==> config.mk <==
export PLATFORM = sky130hd
export DESIGN_NAME = axis_stall_detector
export DESIGN_NICKNAME = d
export VERILOG_FILES = /design/src/rtl/axis_stall_detector_pkg.sv /design/src/rtl/axis_stall_chan.sv /design/src/rtl/axis_stall_detector.sv
export SDC_FILE = /design/constraint.sdc
export NUM_CORES = 1
export LEC_CHECK = 0
export CAP_MARGIN = 0
export CORE_MARGIN = 2
export CORE_UTILIZATION = 58
export DETAILED_ROUTE_END_ITERATION = 8
export PLACE_DENSITY = 0.84
export SYNTH_ARGS = -nofsm -noshare
export SYNTH_HDL_FRONTEND = slang
export SYNTH_SLANG_ARGS = --single-unit
==> constraint.sdc <==
create_clock -name clock -period 4.2 [get_ports clock]
set_input_delay 1.05 -clock clock [delete_from_list [all_inputs] [get_ports clock]]
set_output_delay 1.05 -clock clock [all_outputs]
set_load 0.02 [all_outputs]
==> src/rtl/axis_stall_detector_pkg.sv <==
// Shared types for the AXI-Stream stall detector: per-channel FSM states and channel limit.
package axis_stall_detector_pkg;
   typedef enum logic [1:0] {
      IDLE    = 2'd0,
      STALL   = 2'd1,
      BLOCKED = 2'd2
   } chan_state_t;

   localparam int MAX_CH = 32;
endpackage

==> src/rtl/axis_stall_chan.sv <==
// One monitored channel: counts consecutive stalled edges and flags BLOCKED at THRESHOLD.
// Next-state/count are exported so the top can capture on the entering edge.
module axis_stall_chan
   import axis_stall_detector_pkg::*;
#(
   parameter int CNT_W     = 16,
   parameter int THRESHOLD = 1024
) (
   input  logic             clock,
   input  logic             reset,
   input  logic             enable,
   input  logic             tvalid,
   input  logic             tready,
   output logic             block,
   output logic             enter,
   output logic             blk_nxt,
   output logic [CNT_W-1:0] cnt_nxt
);
   chan_state_t      state, state_nxt;
   logic [CNT_W-1:0] cnt;
   logic             stalled;
   logic             at_thr;

   assign stalled = tvalid & ~tready & enable;

   always_ff @(posedge clock) begin
      if (reset) begin
         state <= IDLE;
         cnt   <= '0;
      end else begin
         state <= state_nxt;
         cnt   <= cnt_nxt;
      end
   end

   always_comb begin
      cnt_nxt   = '0;
      state_nxt = IDLE;
      at_thr    = 1'b0;
      if (stalled) begin
         cnt_nxt = (cnt == {CNT_W{1'b1}}) ? cnt : cnt + 1'b1;
         at_thr  = (cnt_nxt == CNT_W'(THRESHOLD));
         case (state)
            // THRESHOLD=1 lets IDLE jump straight to BLOCKED on the first stalled edge
            IDLE:    state_nxt = at_thr ? BLOCKED : STALL;
            STALL:   state_nxt = at_thr ? BLOCKED : STALL;
            BLOCKED: state_nxt = BLOCKED;
            default: state_nxt = IDLE;
         endcase
      end
   end

   assign block   = (state == BLOCKED);
   assign blk_nxt = (state_nxt == BLOCKED);
   assign enter   = blk_nxt & ~block;
endmodule

==> src/rtl/axis_stall_detector.sv <==
// Multi-channel AXI-Stream stall detector: per-channel blocked flags plus a sticky
// first-block capture (channel index and frozen stall length), cleared by status_clr.
module axis_stall_detector
   import axis_stall_detector_pkg::*;
#(
   parameter int NUM_CH    = 2,
   parameter int CNT_W     = 16,
   parameter int THRESHOLD = 1024
) (
   input  logic              clock,
   input  logic              reset,
   input  logic              enable,
   input  logic [NUM_CH-1:0] ch_tvalid,
   input  logic [NUM_CH-1:0] ch_tready,
   input  logic              status_clr,
   output logic [NUM_CH-1:0] axis_block_sigs,
   output logic              any_block,
   output logic              first_valid,
   output logic [4:0]        first_ch,
   output logic [CNT_W-1:0]  first_len
);
   logic [NUM_CH-1:0] enter;
   logic [NUM_CH-1:0] blk_nxt;
   logic [CNT_W-1:0]  cnt_nxt [NUM_CH];

   logic              found;
   logic [4:0]        sel;
   logic [CNT_W-1:0]  sel_cnt;
   logic              trk_blk;
   logic [CNT_W-1:0]  trk_cnt;
   logic              tracking;

   for (genvar g = 0; g < NUM_CH; g++) begin : g_ch
      axis_stall_chan #(
         .CNT_W     (CNT_W),
         .THRESHOLD (THRESHOLD)
      ) u_chan (
         .clock   (clock),
         .reset   (reset),
         .enable  (enable),
         .tvalid  (ch_tvalid[g]),
         .tready  (ch_tready[g]),
         .block   (axis_block_sigs[g]),
         .enter   (enter[g]),
         .blk_nxt (blk_nxt[g]),
         .cnt_nxt (cnt_nxt[g])
      );
   end

   // Block bits come straight from state flops, so the OR lines up with them.
   assign any_block = |axis_block_sigs;

   always_comb begin
      found   = 1'b0;
      sel     = '0;
      sel_cnt = '0;
      trk_blk = 1'b0;
      trk_cnt = '0;
      for (int i = NUM_CH - 1; i >= 0; i--) begin
         if (enter[i]) begin
            found   = 1'b1;
            sel     = 5'(i);
            sel_cnt = cnt_nxt[i];
         end
      end
      for (int i = 0; i < NUM_CH; i++) begin
         if (first_ch == 5'(i)) begin
            trk_blk = blk_nxt[i];
            trk_cnt = cnt_nxt[i];
         end
      end
   end

   always_ff @(posedge clock) begin
      if (reset) begin
         first_valid <= 1'b0;
         first_ch    <= '0;
         first_len   <= '0;
         tracking    <= 1'b0;
      end else if ((~first_valid | status_clr) & found) begin
         first_valid <= 1'b1;
         first_ch    <= sel;
         first_len   <= sel_cnt;
         tracking    <= 1'b1;
      end else if (status_clr) begin
         first_valid <= 1'b0;
         first_ch    <= '0;
         first_len   <= '0;
         tracking    <= 1'b0;
      end else if (tracking) begin
         // Length freezes once the captured channel leaves BLOCKED, even if it re-blocks later.
         if (trk_blk) first_len <= trk_cnt;
         else         tracking  <= 1'b0;
      end
   end
endmodule

==> flow_summary.yaml <==
hold_path:
  hp-class: "flip-flop to flip-flop"
  min_path_cells: 1
  hp-start: "g_ch[0].u_chan.state[1]$_SDFF_PP0_"
  min_to: "g_ch[0].u_chan.state[0]$_SDFF_PP0_"
synthesis:
  synth_edf_count: 0
  yosysWarnings: 0
  synth.area.mux_share_pct: 3.24
  synth_cell_types: 63
  synthAdderAreaFrac_pct: 0.728
  synth_flop_cell: "dfxtp_1"
  synth-compound-area-share_pct: 17.7
  synth-simple-area-share_pct: 35.1
  synth_area_um2: 3440
  yosysSeqAreaShare_pct: 32.0
  ys_seq_elements: 55
  synthArstFlopShare_pct: 0
  synth_xor_area_share_pct: 4.33
  yosysTopAreaCell: "dfxtp_1"
  netlist_instances: 418
  yosysTopAreaCellShare_pct: 32.0
  synth_top_cells_by_area: "dfxtp_1 32%, nor2_1 5.8%, nor3_1 4.8%"
  syn_avg_cell_area_um2: 8.22
  synth_top_family_by_area: "simple AND/OR/NAND/NOR gates"
final_layout:
  drive_above_1_share_pct: 12.7
  antenna_cells: 0
  final_util_pct: 63.8
  multi_input_area_um2: 2110
  regArea_um2: 1100
  final_cells: 499
  fill_cells: 527
  area_growth_pct: 8.05
  layout.nets: 433
grt:
  antenna_found_initial: 0
  grt_overflow: 0
  grt_pass1_wl_um: 13700
  grt_max_degree: 20
  grt_pass1_vias: 2814
  track_usage_pct: 27.1
timing:
  fin_skew_ns: 0.0143
  rsz0062_at_grt: "no"
  final-hold-violation-count: 0
  finalSetupViolations: 0
  tightest_slew_ns: 0.982
  slew_violations: 0
  min_period_ns: 3.46
  setup_tns_ns: 0
  max_freq_ghz: 0.289
  period_share_pct: 82.3
  relSlewSlack_pct: 34.3
drt:
  wl_um: 8700
  viasPerCell: 6.45
  vias: 3219
  drc: 0
  drt_iter0_markers: 351
  wl_per_cell_um: 17.4
  ant_nets: 0
  drtPass1Iterations: 5
worst_setup_path:
  r2r_setup_slack_ns: 0.74
  cp-start-kind: "flip-flop"
  path_class: "flip-flop to flip-flop"
  end_kind: "flip-flop"
  slowest_stage: "or4_4"
  worstPathArrival_ns: 3.71
  reg2regPathDepth: 9
  r2r_start: "g_ch[1].u_chan.cnt[0]$_SDFF_PP0_"
  crit_top_cell: "a21o_1"
  cp_max_fo: 17
  max_stage_delay_ns: 0.58
  worstPathRequired_ns: 4.46
  critPathLaunch: "g_ch[1].u_chan.cnt[0]$_SDFF_PP0_"
  worstReg2RegEnd: "tracking$_SDFF_PP0_"
  cp_cell_sequence: "ha_1, nand4_4, nor4_1, mux2i_1, nand4_1, or4_4, a21o_1, a21o_1, a21oi_1"
placement:
  place_congestion: 0.964
  io_buffers: 28
  place_inst: 491
  dp_hpwl_um: 6330
pwr:
  p_per_area_nw_per_um2: 233
  ir_drop_uv: 237
  leakage_uw: 0.00122
clocking:
  numCtsBuffers: 5
  max-clock-path-buffers: 2
  hold_buffers: 0
  post-cts-setup-buffers: 0
  ctsResizeCount: 0
  path_clk_slew_ns: 0.11
  clock_sinks: 55
  clock_latency_ns: 0.32
  htreeDepth: 2
  cts_tree: "built"
  root_buffer: "clkbuf_8"
floorplanning:
  die_w_um: 81.0
  coreArea_um2: 5820
  die_h_um: 81.0
  num_rows: 28
  dieArea_um2: 6560
  ioPinCount: 33
  start_util_pct: 59.1
flow_run:
  drv_cap: 0
run_status:
  outcome: "finished, final reports clean"
-- final cells by class --
type	count	area share [%]
clock inverters	3	0.607
well taps	75	2.53
repair buffers	29	7.75
clock buffers	5	1.85
multi-input cells	325	56.9
inverters	7	0.708
flip-flops and latches	55	29.7
-- sequential cells by signal, indices dropped and copies added, names as in the netlist --
register / cells
first_len: 16
first_valid: 1
first_ch: 1
tracking: 1
g_ch.u_chan.cnt: 32
g_ch.u_chan.state: 4
-- through the flow --
stage,area (um^2),hold slack (ns),total power (uW),setup WS [ns]
3_5_place_dp,3620,0.457,564,0.858
3_3_place_gp,3620,0.453,564,0.964
6_report,3710,0.488,866,0.743
5_1_grt,3710,0.517,887,0.565
2_1_floorplan,3450,0.429,556,1.24
4_1_cts,3710,0.488,866,0.812
-- power breakdown --
part | switching [uW] | internal (uW) | total, uW
Combinational | 18.7 | 10.5 | 29.1
Clock | 192 | 121 | 313
Sequential | 1.23 | 522 | 523
Total | 212 | 654 | 866
-- cells by family (layout without fill, tap and decap cells) --
| logic type | after synthesis | after routing |
|---|---|---|
| XOR/XNOR | 17 | 17 |
| AO/OA/AOI/OAI | 81 | 81 |
| other | 1 | 4 |
| flip-flops | 55 | 55 |
| buffers and inverters | 41 | 44 |
| AND/OR/NAND/NOR | 210 | 210 |
| multiplexers | 11 | 11 |
| adder cells (fa/ha/maj) | 2 | 2 |
-- cells in the final DEF (no fill, tap or decap), drive strengths merged, types with 5 or more instances in the layout --
cell type,n
dfxtp,55
nor2,53
nor3,43
clkdlybuf4s50,28
a21oi,27
nand2,25
nand3,24
nand4,20
o22ai,15
o21ai,12
mux2i,10
xor2,9
inv,9
xnor2,8
or2,8
nand2b,6
nor4,6
nor2b,5
or3,5
clkbuf,5
and4,5
-- synth_stat cells (all sizes together), types with 2 or more instances --
cell      n
a211o     3
a21o      2
a21oi    27
a2bb2oi   2
a31o      2
a31oi     4
a41oi     2
and3      2
and4      5
buf      23
clkbuf   11
dfxtp    55
ha        2
inv       7
mux2i    10
nand2    25
nand2b    6
nand3    24
nand4    20
nand4b    3
nor2     53
nor2b     5
nor3     43
nor4      6
o21ai    12
o22ai    15
o31ai     3
or2       8
or3       5
xnor2     8
xor2      9
-- worst max-delay path: cells and delay by family, from the launching register on --
kind / cells / cell delay [ns]
compound gates: 3 / 0.84
mux: 1 / 0.38
simple gates: 4 / 1.31
flops: 1 / 0.50
fa+ha+maj: 1 / 0.35
-- worst max path at each step --
stage                                             to  slack [ns]  depth (start not counted)
after floorplan           first_len[12]$_SDFFE_PP0P_        1.24                         11
after global placement           tracking$_SDFF_PP0_        0.96                          9
after detailed placement  first_len[14]$_SDFFE_PP0P_        0.86                          9
after global routing      first_len[14]$_SDFFE_PP0P_        0.57                          9
final                            tracking$_SDFF_PP0_        0.74                          9
after CTS                 first_len[14]$_SDFFE_PP0P_        0.81                          9
-- per-layer routing --
metal	vias to the layer above	wire [um]	track usage [%]	share of wire [%]
met5	-	0	0	0
met4	0	345	12.9	4.0
met3	35	684	5.89	7.9
met2	162	3980	43.3	46
met1	1489	3690	34.9	42
li1	1533	-	-	-
Power figures use the tool's default switching activity.
